--- src/rtl/fetch_queue_pkg.sv ---
// Shared types and constants for the instruction-fetch queue.
package fetch_queue_pkg;

    localparam int WORD_ADDR_W = 30;
    localparam int INST_W      = 32;

    // Default word address fetched first after reset (byte address 0x00400000).
    localparam logic [WORD_ADDR_W-1:0] FQ_RESET_PC = 30'h100000;

    // One buffered fetch: the instruction and the word address that follows it.
    typedef struct packed {
        logic [INST_W-1:0]      inst;
        logic [WORD_ADDR_W-1:0] pc_plus4;
    } fq_entry_t;

    // Request tracking: nothing owed, a response owed and kept, or owed and discarded.
    typedef enum logic [1:0] {
        FQ_IDLE = 2'd0,
        FQ_WAIT = 2'd1,
        FQ_DROP = 2'd2
    } fq_state_e;

endpackage

--- src/rtl/fetch_queue_fifo.sv ---
// Circular buffer of fetched entries with push/pop/clear and a registered head.
module fetch_queue_fifo
    import fetch_queue_pkg::*;
#(
    parameter int DEPTH = 4
) (
    input  logic                   clk,
    input  logic                   reset,
    input  logic                   push_i,
    input  fq_entry_t              push_data_i,
    input  logic                   pop_i,
    input  logic                   clear_i,
    output logic                   head_valid_o,
    output fq_entry_t              head_o,
    output logic [$clog2(DEPTH):0] count_o
);

    localparam int PTR_W = $clog2(DEPTH);
    localparam int CNT_W = PTR_W + 1;

    fq_entry_t        mem_q [DEPTH];
    fq_entry_t        mem_d [DEPTH];
    logic [PTR_W-1:0] wr_ptr_q, wr_ptr_d;
    logic [PTR_W-1:0] rd_ptr_q, rd_ptr_d;
    logic [CNT_W-1:0] count_q, count_d;
    fq_entry_t        head_q;
    logic             head_valid_q;

    // Next storage, pointer and occupancy; clear overrides any push or pop.
    always_comb begin
        mem_d    = mem_q;
        wr_ptr_d = wr_ptr_q;
        rd_ptr_d = rd_ptr_q;
        count_d  = count_q;
        if (clear_i) begin
            wr_ptr_d = '0;
            rd_ptr_d = '0;
            count_d  = '0;
        end else begin
            if (push_i) begin
                mem_d[wr_ptr_q] = push_data_i;
                wr_ptr_d        = wr_ptr_q + PTR_W'(1);
            end else begin
                wr_ptr_d = wr_ptr_q;
            end
            if (pop_i) begin
                rd_ptr_d = rd_ptr_q + PTR_W'(1);
            end else begin
                rd_ptr_d = rd_ptr_q;
            end
            if (push_i && !pop_i) begin
                count_d = count_q + CNT_W'(1);
            end else if (!push_i && pop_i) begin
                count_d = count_q - CNT_W'(1);
            end else begin
                count_d = count_q;
            end
        end
    end

    // Storage and pointer registers; the head is registered from next state.
    always_ff @(posedge clk) begin
        if (reset) begin
            for (int i = 0; i < DEPTH; i++) begin
                mem_q[i] <= '0;
            end
            wr_ptr_q     <= '0;
            rd_ptr_q     <= '0;
            count_q      <= '0;
            head_q       <= '0;
            head_valid_q <= 1'b0;
        end else begin
            mem_q        <= mem_d;
            wr_ptr_q     <= wr_ptr_d;
            rd_ptr_q     <= rd_ptr_d;
            count_q      <= count_d;
            head_q       <= mem_d[rd_ptr_d];
            head_valid_q <= (count_d != '0);
        end
    end

    assign head_valid_o = head_valid_q;
    assign head_o       = head_q;
    assign count_o      = count_q;

endmodule

--- src/rtl/fetch_queue.sv ---
// Instruction-fetch stage: one outstanding memory request, credit-limited
// buffering of returned instructions, and flush/restart on redirect.
module fetch_queue
    import fetch_queue_pkg::*;
#(
    parameter int                      DEPTH    = 4,
    parameter logic [WORD_ADDR_W-1:0]  RESET_PC = FQ_RESET_PC
) (
    input  logic                   clk,
    input  logic                   reset,
    output logic                   mem_req_valid,
    output logic [WORD_ADDR_W-1:0] mem_req_addr,
    input  logic                   mem_req_ready,
    input  logic                   mem_resp_valid,
    input  logic [INST_W-1:0]      mem_resp_inst,
    output logic                   out_valid,
    output logic [INST_W-1:0]      out_inst,
    output logic [WORD_ADDR_W-1:0] out_pc_plus4,
    input  logic                   out_ready,
    input  logic                   redirect,
    input  logic [WORD_ADDR_W-1:0] redirect_target
);

    localparam int CNT_W = $clog2(DEPTH) + 1;

    fq_state_e              state_q, state_d;
    logic [WORD_ADDR_W-1:0] fetch_pc_q;
    logic [WORD_ADDR_W-1:0] req_pc_plus4_q;
    logic [CNT_W-1:0]       count_s;
    logic                   outstanding_s;
    logic                   credit_ok_s;
    logic                   req_fire_s;
    logic                   push_s;
    logic                   pop_s;
    logic                   head_valid_s;
    fq_entry_t              head_s;
    fq_entry_t              push_data_s;

    // Every accepted request must have a free slot waiting for its response.
    assign outstanding_s = (state_q != FQ_IDLE);
    assign credit_ok_s   = ({1'b0, count_s} + {{CNT_W{1'b0}}, outstanding_s})
                           < (CNT_W + 1)'(DEPTH);
    assign push_data_s   = '{inst: mem_resp_inst, pc_plus4: req_pc_plus4_q};

    // Request-tracking state register.
    always_ff @(posedge clk) begin
        if (reset) begin
            state_q <= FQ_IDLE;
        end else begin
            state_q <= state_d;
        end
    end

    // Next state: a redirect turns any response still owed into one to discard.
    always_comb begin
        state_d = state_q;
        case (state_q)
            FQ_IDLE: begin
                if (req_fire_s) begin
                    state_d = redirect ? FQ_DROP : FQ_WAIT;
                end else begin
                    state_d = FQ_IDLE;
                end
            end
            FQ_WAIT: begin
                if (mem_resp_valid) begin
                    state_d = FQ_IDLE;
                end else if (redirect) begin
                    state_d = FQ_DROP;
                end else begin
                    state_d = FQ_WAIT;
                end
            end
            FQ_DROP: begin
                if (mem_resp_valid) begin
                    state_d = FQ_IDLE;
                end else begin
                    state_d = FQ_DROP;
                end
            end
            default: state_d = FQ_IDLE;
        endcase
    end

    // Request, enqueue and dequeue strobes; redirect blocks both queue moves.
    always_comb begin
        mem_req_valid = 1'b0;
        if (reset) begin
            mem_req_valid = 1'b0;
        end else if ((state_q == FQ_IDLE) && credit_ok_s) begin
            mem_req_valid = 1'b1;
        end else begin
            mem_req_valid = 1'b0;
        end
        req_fire_s = mem_req_valid & mem_req_ready;
        push_s     = (state_q == FQ_WAIT) & mem_resp_valid & ~redirect;
        pop_s      = head_valid_s & out_ready & ~redirect;
    end

    // Fetch PC and the PC+1 carried with the in-flight request; target wins.
    always_ff @(posedge clk) begin
        if (reset) begin
            fetch_pc_q     <= RESET_PC;
            req_pc_plus4_q <= '0;
        end else begin
            if (redirect) begin
                fetch_pc_q <= redirect_target;
            end else if (req_fire_s) begin
                fetch_pc_q <= fetch_pc_q + 30'd1;
            end else begin
                fetch_pc_q <= fetch_pc_q;
            end
            if (req_fire_s) begin
                req_pc_plus4_q <= fetch_pc_q + 30'd1;
            end else begin
                req_pc_plus4_q <= req_pc_plus4_q;
            end
        end
    end

    fetch_queue_fifo #(
        .DEPTH (DEPTH)
    ) u_fifo (
        .clk          (clk),
        .reset        (reset),
        .push_i       (push_s),
        .push_data_i  (push_data_s),
        .pop_i        (pop_s),
        .clear_i      (redirect),
        .head_valid_o (head_valid_s),
        .head_o       (head_s),
        .count_o      (count_s)
    );

    assign mem_req_addr = fetch_pc_q;
    assign out_valid    = head_valid_s;
    assign out_inst     = head_s.inst;
    assign out_pc_plus4 = head_s.pc_plus4;

endmodule
--- config.mk ---
export PLATFORM = sky130hd
export DESIGN_NAME = fetch_queue
export DESIGN_NICKNAME = d
export VERILOG_FILES = /design/src/rtl/fetch_queue_pkg.sv /design/src/rtl/fetch_queue_fifo.sv /design/src/rtl/fetch_queue.sv
export SDC_FILE = /design/constraint.sdc
export NUM_CORES = 1
export LEC_CHECK = 0
export ABC_AREA = 1
export ABC_CLOCK_PERIOD_IN_PS = 2320
export BUFFER_PORTS_ARGS = -buffer_cell sky130_fd_sc_hd__clkbuf_2
export CAP_MARGIN = 15
export CELL_PAD_IN_SITES_DETAIL_PLACEMENT = 1
export CELL_PAD_IN_SITES_GLOBAL_PLACEMENT = 1
export CORE_ASPECT_RATIO = 1.5
export CORE_UTILIZATION = 25
export CTS_CLUSTER_SIZE = 16
export DETAILED_ROUTE_END_ITERATION = 10
export PLACE_DENSITY_LB_ADDON = 0.1
export SKIP_LAST_GASP = 1
export SLEW_MARGIN = 40
export SYNTH_ARGS = -nofsm -noshare
export SYNTH_HDL_FRONTEND = slang
export SYNTH_SLANG_ARGS = --single-unit
--- constraint.sdc ---
create_clock -name clk -period 2.32 [get_ports clk]
set_input_delay 0.464 -clock clk [delete_from_list [all_inputs] [get_ports clk]]
set_output_delay 0.464 -clock clk [all_outputs]
set_load 0.01 [all_outputs]
# Yosys cells after proc, flatten, opt, wreduce, memory -nomap -nowiden
# Cells that the tools add are included.
# op_classes
multipliers,0
magnitude_cmp,4
div,0
muxes,22
n_shift,0
eq_ne,2
bitwise,8
reduce_logical,11
n_addsub,6
# op_table
op,count
$mux 248,2
$bwmux 248,1
$mux 62,3
$bmux 62 s2,1
$demux 62 s2,1
$mux 30,2
$add 30x1->30 const B,1
$mux 2,6
$mux 3,3
$ge 3x3->1 const B,2
$not 2->3,2
$pmux 2 s3,1
$and 1x1->1,5
$add 2x1->2 const B,2
$add 3x1->4,1
$logic_and 1x1->1,4
$lt 4x3->1 const B,1
$reduce_bool 2->1,2
$add 3x1->3 const B,1
$lt 3x1->1 const B,1
$reduce_bool 3->1,1
$sub 3x1->3 const B,1
$eq 2x1->1 const B,1
$eq 2x2->1 const B,1
other kinds (5),7
# word_totals
input_bits,68
latchBits,0
memories,0
word_cells,70
rom_bits,0
ramBits,0
out_inout_bits,94
regBits,380

# Logic depth before layout (Yosys ltp)
# Gate-level depths: netlist (run 1).
# depth
word_depth,11
depth_mapped,13
ltp_nobuf,10

# Cells and area by module
# Synthesis (run 1) repeated with hierarchy kept, for this count alone.
# hier_totals
hier_cells,2273
area_unflattened_um2,16767.3
# by_module_without_submodules
module,cells_per_inst,area_each_um2,instances,seq_area_each_um2
fetch_queue_fifo,1738,13334.0,1,6366.1
fetch_queue,535,3433.3,1,1241.2

# Least setup slack after synthesis (run 1)
# Ideal clock, no wire load.
# synth_timing
path_type,register -> register
startpoint,register u_fifo.wr_ptr_q[0]
endpoint,register u_fifo.head_q (netlist bit u_fifo.head_o[31])
slack_ns,0.577
required_ns,2.250
setup_ns,0.070
period_less_slack_ns,1.743
stages_incl_launch_ff,12
arrival_ns,1.672
path_buffers,3
path_cell_list,dfxtp_1 inv_1 ha_1 buf_2 clkbuf_1 buf_1 nand3_1 nand2_1 nand2_1 nand2_1 nand2_1 a21oi_1
# synth_between
elab_chain_cells,11
elab_cells_between_ends,12
cone_classes,2 x order compare; 8 x mux; 1 x bitwise; 1 x reduce/logical
# synth_rtl
item,line_no,source
"start, declared",fetch_queue_fifo.sv:23,"logic [PTR_W-1:0] wr_ptr_q, wr_ptr_d;"
"start signal, assigned",fetch_queue_fifo.sv:74,wr_ptr_q <= wr_ptr_d;
$not 2->3 (not written as such) (*),fetch_queue_fifo.sv:41,mem_d[wr_ptr_q] = push_data_i;
$ge 3x3->1 (not written as such) or $lt 3x1->1 (tied branches),fetch_queue_fifo.sv:41,
$logic_and 1x1->1 (not written as such),fetch_queue_fifo.sv:41,
$mux 62 (not written as such),fetch_queue_fifo.sv:41,
$demux 62 s2 (*),fetch_queue_fifo.sv:41,
$bwmux 248 (*),fetch_queue_fifo.sv:41,
$mux 248 (*),fetch_queue_fifo.sv:40,if (push_i) begin
$mux 248 (*),fetch_queue_fifo.sv:35,if (clear_i) begin
$bmux 62 s2 (*),fetch_queue_fifo.sv:77,head_q <= mem_d[rd_ptr_d];
$mux 62 (not written as such) (*) (2 in series),fetch_queue_fifo.sv:77,
"end signal, assigned",fetch_queue_fifo.sv:77,
"end, declared",fetch_queue_fifo.sv:26,fq_entry_t head_q;
# Mark *: on every way between the ends. The rest lies on a longest branch, timed or not. The select of a mux whose other input is x is not followed.
# A chain may end at the register's enable or synchronous reset.

# Worst setup path after layout (run 1)
# layout_timing
startpoint,register u_fifo.head_valid_q (netlist: u_fifo.head_valid_o)
endpoint,register u_fifo.head_q (netlist bit u_fifo.head_o[59])
# layout_between
elab_chain_cells,8
# layout_rtl
item,line_no,source
"start, declared",fetch_queue_fifo.sv:27,logic head_valid_q;
"start signal, assigned",fetch_queue_fifo.sv:78,head_valid_q <= (count_d != '0);
$and 1x1->1 (2 in series),fetch_queue.sv:97,pop_s = head_valid_s & out_ready & ~redirect;
$mux 2,fetch_queue_fifo.sv:46,if (pop_i) begin
$mux 2,fetch_queue_fifo.sv:35,
$not 2->3 (not written as such),fetch_queue_fifo.sv:77,
$bmux 62 s2,fetch_queue_fifo.sv:77,
$mux 62 (not written as such) (2 in series),fetch_queue_fifo.sv:77,
# No other way between the ends. The select of a mux whose other input is x is not followed.

==> results by group, run 1 <==
Clock tree
  • Bufs on Longest Clock Path: 3
  • Clock latency at the later pin of the worst-skew pair: around 0.60 ns
  • Post-CTS Hold Fix Bufs: 0
  • CTS tree: yes
  • Root buf cell: clkbuf_16
  • H-tree levels: 2
  • Clock Pin Slew Worst Setup and Hold Paths: roughly 0.060 ns
  • Total CTS buffers: 46
  • CTS sink count: 380

Timing
  • Worst slew pin tran: about 0.61 ns
  • Max Slew Vio Count: 0
  • Setup-failing EPs final: 0
  • Final min period: roughly 2.0 ns
  • Final TNS setup: 0 ns
  • Fmax: about 490 MHz
  • RSZ-0062 raised after global routing: no
  • Final period util: between 80% and 90%
  • Rel. slew slack: between 50% and 60%
  • Final clock skew: 0.01699 ns
  • Hold Fails Final Rpt: 0

Global route
  • Grt total ovfl: 0
  • Largest net degree at the start of global routing: 109
  • Initial antenna violation count: 1
  • First-pass GRT wire length: around 110 mm
  • Total track usage: between 10% and 20%
  • Vias in the first global route: 19772

Synth
  • Top_reg_cell synth: dfxtp_1
  • Post-Syn Area: 18680 sq um
  • Top cells by area, synth: dfxtp_1 (41%), nand2_1 (22%), o21ai_0 (7.7%)
  • Async SR Flop Fraction: 0%
  • Gate Count Post-Synth: 2960
  • Number of synthesized flops with an enable pin: 0
  • Yosys reg bits: 380
  • Syn nets: 3035
  • Yosys top cell area share: roughly 40%
  • Warnings from Yosys: 0
  • Seq/Total Area, Yosys: approximately 41%
  • Mapped Avg Cell Area: between 6 and 7 sq um
  • Synth area leader: dfxtp_1
  • Synth cell types: 30

Route
  • DRC Markers: 0
  • DR pass1 iterations: 4
  • Wirelength per Cell: between 15 and 20 microns
  • Routed via count: around 19000
  • Detailed Route Iter0 Violations: 717
  • DR vias/cell: about 4.6
  • WL final: roughly 70 mm
  • Antenna-violating nets left: 0

Final layout
  • Filler instances: 9433
  • Area grow syn2layout: 21.44%
  • Final nets: roughly 3200
  • Most common cell after layout, fill and taps aside: nand2_1
  • Fraction of final layout cells sized beyond drive strength 1: 11.34%
  • Most frequent cells in the layout: nand2_1 (1092), dfxtp_1 (380), inv_1 (331)

Setup path
  • CP max-delay cell: dfxtp_1
  • Top Family by Delay on Critical Path: simple AND/OR/NAND/NOR gates
  • Most frequent CP cell: nand2_1
  • Critical Path Sink Type: flop
  • Critical path's largest stage delay: about 0.40 ns
  • CP arrival: ~2.5 ns
  • Largest fanout on the critical path: 23
  • WP data required: 2.80 ns
  • Buf/Inv on CP: 2
  • CP Cell Sequence: nand2_1 > nor2_1 > nand2_1 > nand3_4 > buf_12 > buf_12 > nand2_1 > nand2_1 > nand2_1 > a21oi_1
  • Type of origin of the critical path: flop
  • Crit path kind: reg -> reg

Status
  • Run status: finished, final reports clean

Die
  • Initial Util: about 25%
  • Die X: around 230 microns
  • Die Footprint: about 76000 sq um
  • Ports: between 150 and 200
  • Core ar.: between 70000 and 80000 sq um
  • Site row count: around 120
  • Die Ht: roughly 340 microns

Min path
  • HP Class: in -> reg

Power
  • Power per cell area: between 600 and 700 nW/um^2
  • Max rail drop VDD: around 410 uV
  • Pleak: about 9.4 nW
  • Tot Pwr: ~15 mW

Placement
  • Dpl hpwl: 47.70 mm
  • IO buf count: approximately 160
  • Gp weighted congestion: slightly below 0.9

Job
  • Max Cap Viol: 0
==> state kept, by name (all words and copies together), names as in the netlist <==
register	flops
u_fifo.mem_q	248
u_fifo.head_o	62
mem_req_addr	30
req_pc_plus4_q	30
u_fifo.count_o	3
state_q	2
u_fifo.rd_ptr_q	2
u_fifo.wr_ptr_q	2
u_fifo.head_valid_o	1
==> metal layers <==
metal | track usage (%) | wire (microns) | vias up
met2 | 34.54 | 35750 | 249
met5 | 0 | 0 | -
met3 | 3.041 | 2471 | 89
li1 | - | - | 9486
met1 | 21.66 | 30120 | 9180
met4 | 5.717 | 1841 | 0
==> final timing paths <==
path,startpoint,end,slack [ns],cells past startpoint
max,u_fifo.head_valid_o$_SDFF_PP0_,u_fifo.head_o[59]$_SDFF_PP0_,0.28,10
min,redirect_target[10],mem_req_addr[10]$_SDFFE_PP0P_,0.13,3
max reg2reg,u_fifo.head_valid_o$_SDFF_PP0_,u_fifo.head_o[59]$_SDFF_PP0_,0.28,10
min reg2reg,u_fifo.mem_q[85]$_SDFF_PP0_,u_fifo.mem_q[85]$_SDFF_PP0_,0.47,2
==> what timing repair did <==
item | CTS | global route
gates resized for setup | 0 | 0
setup endpoints to repair | 0 | 1
setup buffers | 0 | 2
==> worst reg2reg max path: stages (launching register included) <==
cell and delay (ns):
dfxtp_1 0.40, nand2_1 0.07, nor2_1 0.21, nand2_1 0.17, nand3_4 0.23, buf_12 0.24, buf_12 0.19, nand2_1 0.06
nand2_1 0.06, nand2_1 0.05, a21oi_1 0.24
==> cells in the mapped netlist (all sizes together) (2+ instances only) <==
master,n
buf,91
dfxtp,380
xnor2,2
clkbuf,97
o21a,4
a21oi,216
xor2,10
o211ai,3
o21bai,19
a31oi,9
inv,332
nand2,1096
nand3,203
ha,7
o21ai,296
nor2,192
==> area by class of cell <==
type | instances | area [sq um] | share of cell area (%)
Clock inverter | 10 | 85.08 | 0.3750
Sequential cell | 380 | 7607 | 33.53
Multi-Input combinational cell | 2060 | 9000 | 39.67
Timing Repair Buffer | 268 | 2115 | 9.321
Tap cell | 992 | 1241 | 5.471
Clock buffer | 73 | 1384 | 6.100
Inverter | 332 | 1251 | 5.515
Antenna cell | 1 | 2.502 | 0.01103
==> report_power, final <==
| group | switching [mW] | internal (mW) | leakage, nW | total [mW] |
|---|---|---|---|---|
| sequential | 0.131 | 6.61 | 3.07 | 6.74 |
| combinational | 0.491 | 0.238 | 5.62 | 0.729 |
| clock | 3.04 | 4.19 | 0.728 | 7.24 |
==> cells by family after synthesis <==
kind of cell / synth area share (%)
AOI/OAI and AO/OA: 15.06
xor gates and xnor gates: 0.5626
adders and majority gates: 0.4688
buffers and inverters: 11.50
DFF: 40.72
and+or+nand+nor: 31.68
==> through the flow <==
step	util (%)	setup WS, ns	instances	instance area, sq um	hold slack, ns
2_1_floorplan	-	0.5772	2960	18680	0.4471
3_3_place_gp	28.66	-0.02413	4029	21170	0.4548
3_5_place_dp	28.69	-0.00009415	4030	21200	0.4633
4_1_cts	30.68	0.1516	4113	22670	0.09217
5_1_grt	30.70	0.04543	4115	22680	0.1167
6_report	30.71	0.2846	4116	22690	0.1334
No activity file was read; power rests on OpenSTA's default activity.
==> run 2: changes to the inputs <==
--- a/config.mk
+++ b/config.mk
@@ -15,7 +15,9 @@
 export CORE_UTILIZATION = 25
 export CTS_CLUSTER_SIZE = 16
 export DETAILED_ROUTE_END_ITERATION = 10
+export MAX_ROUTING_LAYER = met4
 export PLACE_DENSITY_LB_ADDON = 0.1
+export RECOVER_POWER = 100
 export SKIP_LAST_GASP = 1
 export SLEW_MARGIN = 40
 export SYNTH_ARGS = -nofsm -noshare
==> run 2 against run 1 <==
Compared with the run above: total power fell by 0.18%; sequential cell count did not move; clock power barely moved; combinational power fell by 3%; non-clock buffer count did not move; worst hold slack got worse by 0.0012 ns; global-route usage rose by 0.56 points; critical path type unchanged; highest routed layer unchanged.
==> results by group, run 2 (synthesis results as in run 1) <==
Status
  • Run status: finished, final reports clean

Global route
  • Grt total ovfl: 0
  • Initial antenna violation count: 1
  • Total track usage: between 10% and 20%
  • First-pass GRT wire length: 110.7 mm
  • Largest net degree at the start of global routing: 109
  • Vias in the first global route: between 15000 and 20000

Setup path
  • WP data required: ~2.8 ns
  • Largest fanout on the critical path: 17
  • Type of origin of the critical path: flop
  • CP arrival: 2.58 ns
  • Crit path kind: reg -> reg
  • Critical Path Sink Type: flop

Route
  • WL final: ~70 mm
  • Routed via count: ~19000
  • DRC Markers: 0
  • Detailed Route Iter0 Violations: 720
  • Wirelength per Cell: roughly 17 microns
  • DR pass1 iterations: 5
  • DR vias/cell: about 4.6
  • Antenna-violating nets left: 0

Final layout
  • Biggest register: u_fifo.mem_q
  • Most common cell after layout, fill and taps aside: nand2_1
  • Fraction of final layout cells sized beyond drive strength 1: between 8 and 9%
  • Final nets: 3163
  • Filler instances: ~9500
  • Register Area: between 7000 and 8000 sq um
  • Final std cells w/o fill: ~4100
  • Multi-input gate area: around 9000 sq um
  • Max FFs per register: roughly 250
  • Most frequent cells in the layout: nand2_1 (1095), dfxtp_1 (380), inv_1 (331)
  • Area grow syn2layout: 20.35%

Clock tree
  • Post-CTS Hold Fix Bufs: 0
  • CTS sink count: between 300 and 400
  • Post-CTS sizing: 0
  • Clock Pin Slew Worst Setup and Hold Paths: 0.06 ns
  • Total CTS buffers: 46
  • CTS tree: yes
  • Bufs on Longest Clock Path: 3
  • H-tree levels: 2
  • Root buf cell: clkbuf_16
  • Clock latency at the later pin of the worst-skew pair: ~0.60 ns

Power
  • Tot Pwr: approximately 15 mW
  • Power per cell area: ~650 nW/um^2
  • Pleak: slightly above 9 nW
  • Max rail drop VDD: about 410 uV

Timing
  • Rel. slew slack: between 50% and 60%
  • Final TNS setup: 0 ns
  • Hold Fails Final Rpt: 0
  • Fmax: ~480 MHz
  • Final min period: 2.073 ns
  • Final clock skew: ~0.018 ns
  • Final period util: 89.35%
  • Setup-failing EPs final: 0
  • Worst slew pin tran: a little under 0.7 ns
  • Max Slew Vio Count: 0
  • RSZ-0062 raised after global routing: no

Placement
  • Dpl hpwl: 47.70 mm
  • IO buf count: 161
  • DP Cell Count: roughly 4000
  • Gp weighted congestion: 0.9096

Die
  • Die X: around 230 microns
  • Die Footprint: 75840 sq um
  • Site row count: roughly 120
  • Core ar.: about 74000 sq um
  • Ports: between 150 and 200
  • Initial Util: between 20% and 30%
  • Die Ht: roughly 340 microns

Job
  • Max Cap Viol: 0

Min path
  • HP Class: in -> reg
run 2: cell types whose count changed in the layout (fill, tap and decap cells not counted), sizes merged:
cell	change
buf	-22
clkbuf	+22
diode	+1
run 2: layout make-up:
type                       instances  area share [%]
clock buffer                      73           6.155
antenna                            2         0.02226
inverter                         332           5.565
tap                              992           5.521
multi-input combinational       2060           40.00
timing repair buffer             268           8.526
sequential                       380           33.84
clock inverter                    10          0.3784
run 2: final timing paths:
check,slack (ns),endpoint,depth (start not counted),from
setup / recovery,0.25,u_fifo.head_o[33]$_SDFF_PP0_,11,u_fifo.wr_ptr_q[1]$_SDFFE_PP0P_
setup reg to reg,0.25,u_fifo.head_o[33]$_SDFF_PP0_,11,u_fifo.wr_ptr_q[1]$_SDFFE_PP0P_
hold reg to reg,0.47,u_fifo.mem_q[218]$_SDFF_PP0_,2,u_fifo.mem_q[218]$_SDFF_PP0_
hold / removal,0.13,mem_req_addr[10]$_SDFFE_PP0P_,3,redirect_target[10]
run 2: critical path, cell delays in order, from the launching register on:
cell and delay [ns]:
dfxtp_1 0.36, inv_1 0.19, ha_4 0.26, clkbuf_2 0.40, nand2_1 0.12, o21ai_0 0.10, nand2_1 0.07, o21ai_0 0.12
nand2_1 0.09, nand2_1 0.07, nand2_1 0.04, a21oi_1 0.16
run 2: timing repair:
item                                    4_1_cts  5_1_grt
buffers inserted                              0        2
endpoints found under the setup margin        0        1
endpoints found under the hold margin         0        0
run 2: report_power, final:
| part | switching, mW | internal [mW] | leakage (nW) |
|---|---|---|---|
| Clock | 3.04 | 4.19 | 0.728 |
| Sequential | 0.130 | 6.61 | 3.07 |
| Combinational | 0.490 | 0.220 | 5.25 |
run 2: layer usage:
| metal | wire (microns) | vias to the layer above | track usage (%) |
|---|---|---|---|
| li1 | - | 9491 | - |
| met1 | 30050 | 9207 | 21.84 |
| met2 | 35950 | 256 | 34.48 |
| met3 | 2445 | 86 | 2.876 |
| met4 | 1782 | 0 | 5.717 |
| met5 | 0 | - | - |
run 2: metrics by stage:
step | worst slack, ns | utilization, % | hold WS, ns | instance area, sq um
4_1_cts | 0.1516 | 30.68 | 0.09217 | 22670
3_5_place_dp | -0.00009415 | 28.69 | 0.4633 | 21200
5_1_grt | 0.03340 | 30.43 | 0.1167 | 22480
6_report | 0.2470 | 30.43 | 0.1321 | 22480
2_1_floorplan | 0.5772 | - | 0.4471 | 18680
3_3_place_gp | -0.02413 | 28.66 | 0.4548 | 21170
==> run 3: changes to the inputs <==
--- a/config.mk
+++ b/config.mk
@@ -6,7 +6,7 @@
 export NUM_CORES = 1
 export LEC_CHECK = 0
 export ABC_AREA = 1
-export ABC_CLOCK_PERIOD_IN_PS = 2320
+export ABC_CLOCK_PERIOD_IN_PS = 2200
 export BUFFER_PORTS_ARGS = -buffer_cell sky130_fd_sc_hd__clkbuf_2
 export CAP_MARGIN = 15
 export CELL_PAD_IN_SITES_DETAIL_PLACEMENT = 1
@@ -18,8 +18,8 @@
 export MAX_ROUTING_LAYER = met4
 export PLACE_DENSITY_LB_ADDON = 0.1
 export RECOVER_POWER = 100
+export SETUP_SLACK_MARGIN = 0.05
 export SKIP_LAST_GASP = 1
-export SLEW_MARGIN = 40
 export SYNTH_ARGS = -nofsm -noshare
 export SYNTH_HDL_FRONTEND = slang
 export SYNTH_SLANG_ARGS = --single-unit
==> constraint.sdc (replaced) <==
create_clock -name clk -period 2.2 [get_ports clk]
set_input_delay 0.44 -clock clk [delete_from_list [all_inputs] [get_ports clk]]
set_output_delay 0.44 -clock clk [all_outputs]
set_load 0.01 [all_outputs]
==> run 3 against run 2 <==
Compared with the run above: wire length rose by 1.2%; combinational power rose by 6.9%; worst hold slack got worse by 0.012 ns; sequential cell count did not move; total power rose by 5.8%; sequential power rose by 5.5%; die area did not move; sequential share of layout area fell by 0.38 points; utilization rose by 0.35 points; critical endpoint is now req_pc_plus4_q[27]$_SDFFE_PP0N_; largest power group unchanged; highest routed layer unchanged.
==> results by group, run 3 (synthesis results as in run 1) <==
Clock tree
  • CTS tree: yes
  • Bufs on Longest Clock Path: 3
  • Clock latency at the later pin of the worst-skew pair: about 0.6 ns
  • CTS sink count: between 300 and 400
  • Clock Pin Slew Worst Setup and Hold Paths: 0.06 ns
  • Total CTS buffers: 45
  • Post-CTS Hold Fix Bufs: 0
  • Root buf cell: clkbuf_16
  • H-tree levels: 2

Setup path
  • Type of origin of the critical path: flop
  • Worst r2r src: mem_req_addr[9]$_SDFFE_PP0P_
  • Critical Path Sink Type: flop
  • Largest fanout on the critical path: 5
  • CP arrival: around 2.5 ns
  • Critical path's largest stage delay: 0.48 ns
  • CP Cell Sequence: nand2_1 > nor2_1 > nand2_1 > nor2_1 > nand2_1 > nand2_1 > nand2_1 > o21bai_1 > inv_1
  • Top Family by Delay on Critical Path: simple AND/OR/NAND/NOR gates
  • Crit path kind: reg -> reg
  • WP data required: roughly 2.7 ns
  • Worst R2R Setup Slack: approximately 0.13 ns
  • Buf/Inv on CP: 1
  • R2R Path End: req_pc_plus4_q[27]$_SDFFE_PP0N_
  • CP max-delay cell: nor2_1
  • Reg2Reg Depth: 9
  • Most frequent CP cell: nand2_1

Timing
  • Max Slew Vio Count: 0
  • Fmax: 482.2 MHz
  • Final clock skew: 0.02236 ns
  • Setup-failing EPs final: 0
  • Rel. slew slack: 33.22%
  • Hold Fails Final Rpt: 0
  • Hold Slack: about 0.12 ns
  • Final period util: a little over nine tenths
  • Worst slew pin tran: roughly 1 ns
  • Final TNS setup: 0 ns
  • RSZ-0062 raised after global routing: no
  • Setup ws final: between 0.1 and 0.15 ns
  • Final min period: ~2.1 ns

Job
  • Max Cap Viol: 0

Die
  • Ports: ~160
  • Core ar.: roughly 74000 sq um
  • Die Ht: approximately 340 microns
  • Die Footprint: approximately 76000 sq um
  • Initial Util: about a quarter
  • Die X: about 230 microns
  • Site row count: around 120

Min path
  • HP Start: redirect_target[5]
  • HP Class: in -> reg
  • WHS Path Cells: 3
  • Hold EP: mem_req_addr[5]$_SDFFE_PP0P_

Route
  • Detailed Route Iter0 Violations: between 700 and 800
  • Wirelength per Cell: between 15 and 20 microns
  • Antenna-violating nets left: 0
  • Routed via count: approximately 19000
  • DR pass1 iterations: 4
  • DRC Markers: 0
  • DR vias/cell: approximately 4.6
  • WL final: approximately 71 mm

Final layout
  • Number of diodes: 0
  • Final Cell Area: around 23000 sq um
  • Most common cell after layout, fill and taps aside: nand2_1
  • Most frequent cells in the layout: nand2_1 (1094), dfxtp_1 (380), inv_1 (331)
  • Multi-input gate area: approximately 9000 sq um
  • Fraction of final layout cells sized beyond drive strength 1: under 10%
  • Biggest register: u_fifo.mem_q
  • Max FFs per register: 248
  • Final std cells w/o fill: a little over 4000
  • Filler instances: roughly 9400
  • Core Util, Final: 30.78%
  • Area grow syn2layout: 21.73%
  • Register Area: around 7600 sq um
  • Final nets: 3180

Placement
  • Gp weighted congestion: 0.8686
  • Dpl hpwl: a little under 50 mm
  • IO buf count: around 160
  • Pre-CTS setup slack: a little over 0.05 ns
  • DP Cell Count: just over 4000
  • Dpl cell area: approximately 21000 sq um

Global route
  • Vias in the first global route: about 20000
  • Initial antenna violation count: 0
  • Largest net degree at the start of global routing: around 150
  • Grt total ovfl: 0
  • Total track usage: roughly a fifth
  • First-pass GRT wire length: ~110 mm

Status
  • Run status: finished, final reports clean

Power
  • Power per cell area: 682.6 nW/um^2
  • Max rail drop VDD: around 520 uV
  • Pleak: around 9 nW
  • Tot Pwr: 15.52 mW
==> run 3: cell types whose count changed in the layout (fill, tap and decap cells not counted), sizes merged <==
cell / previous run / this run
inv: 334 / 332
buf: 86 / 105
bufinv: 1 / 4
clkinvlp: 0 / 2
clkinv: 7 / 9
diode: 2 / 0
clkbuf: 255 / 244
==> run 3: worst reg2reg max path: stages, from the launching register on <==
cell      delay (ns)
dfxtp_1         0.47
nand2_1         0.17
nor2_1          0.17
nand2_1         0.09
nor2_1          0.48
nand2_1         0.11
nand2_1         0.07
nand2_1         0.17
o21bai_1        0.18
inv_1           0.05
==> run 3: area by class of cell <==
type | instances | area share, %
repair buffers | 286 | 9.646
flip-flops and latches | 380 | 33.45
clock inverters | 15 | 0.7923
inverters | 332 | 5.502
well taps | 992 | 5.458
multi-input cells | 2060 | 39.50
clock buffers | 63 | 5.645
==> run 3: metal layers <==
layer | wire [microns] | track usage [%] | vias to the layer above
li1 | - | - | 9519
met1 | 30280 | 21.84 | 9209
met2 | 35900 | 34.17 | 249
met3 | 2186 | 2.876 | 112
met4 | 2724 | 7.816 | 0
met5 | 0 | - | -
==> run 3: power breakdown <==
group / switching [mW] / total [mW] / internal [mW]
logic: 0.518 / 0.759 / 0.241
registers: 0.143 / 7.11 / 6.97
clock network: 3.14 / 7.65 / 4.51
==> run 3: what timing repair did <==
item,in CTS,in global routing
setup buffers,0,13
resized for setup,0,2
setup endpoints to repair,0,17
==> run 3: how the worst max path moves through the flow <==
stage	depth (start not counted)	slack, ns	to	start
floorplan	11	0.46	u_fifo.head_o[31]$_SDFF_PP0_	u_fifo.wr_ptr_q[0]$_SDFFE_PP0P_
global placement	9	0.07	u_fifo.head_o[50]$_SDFF_PP0_	redirect
detailed placement	13	0.05	u_fifo.head_o[33]$_SDFF_PP0_	redirect
CTS	11	0.1	u_fifo.head_o[24]$_SDFF_PP0_	u_fifo.wr_ptr_q[1]$_SDFFE_PP0P_
global route	11	0.03	u_fifo.head_o[5]$_SDFF_PP0_	u_fifo.wr_ptr_q[0]$_SDFFE_PP0P_
finish	9	0.13	req_pc_plus4_q[27]$_SDFFE_PP0N_	mem_req_addr[9]$_SDFFE_PP0P_
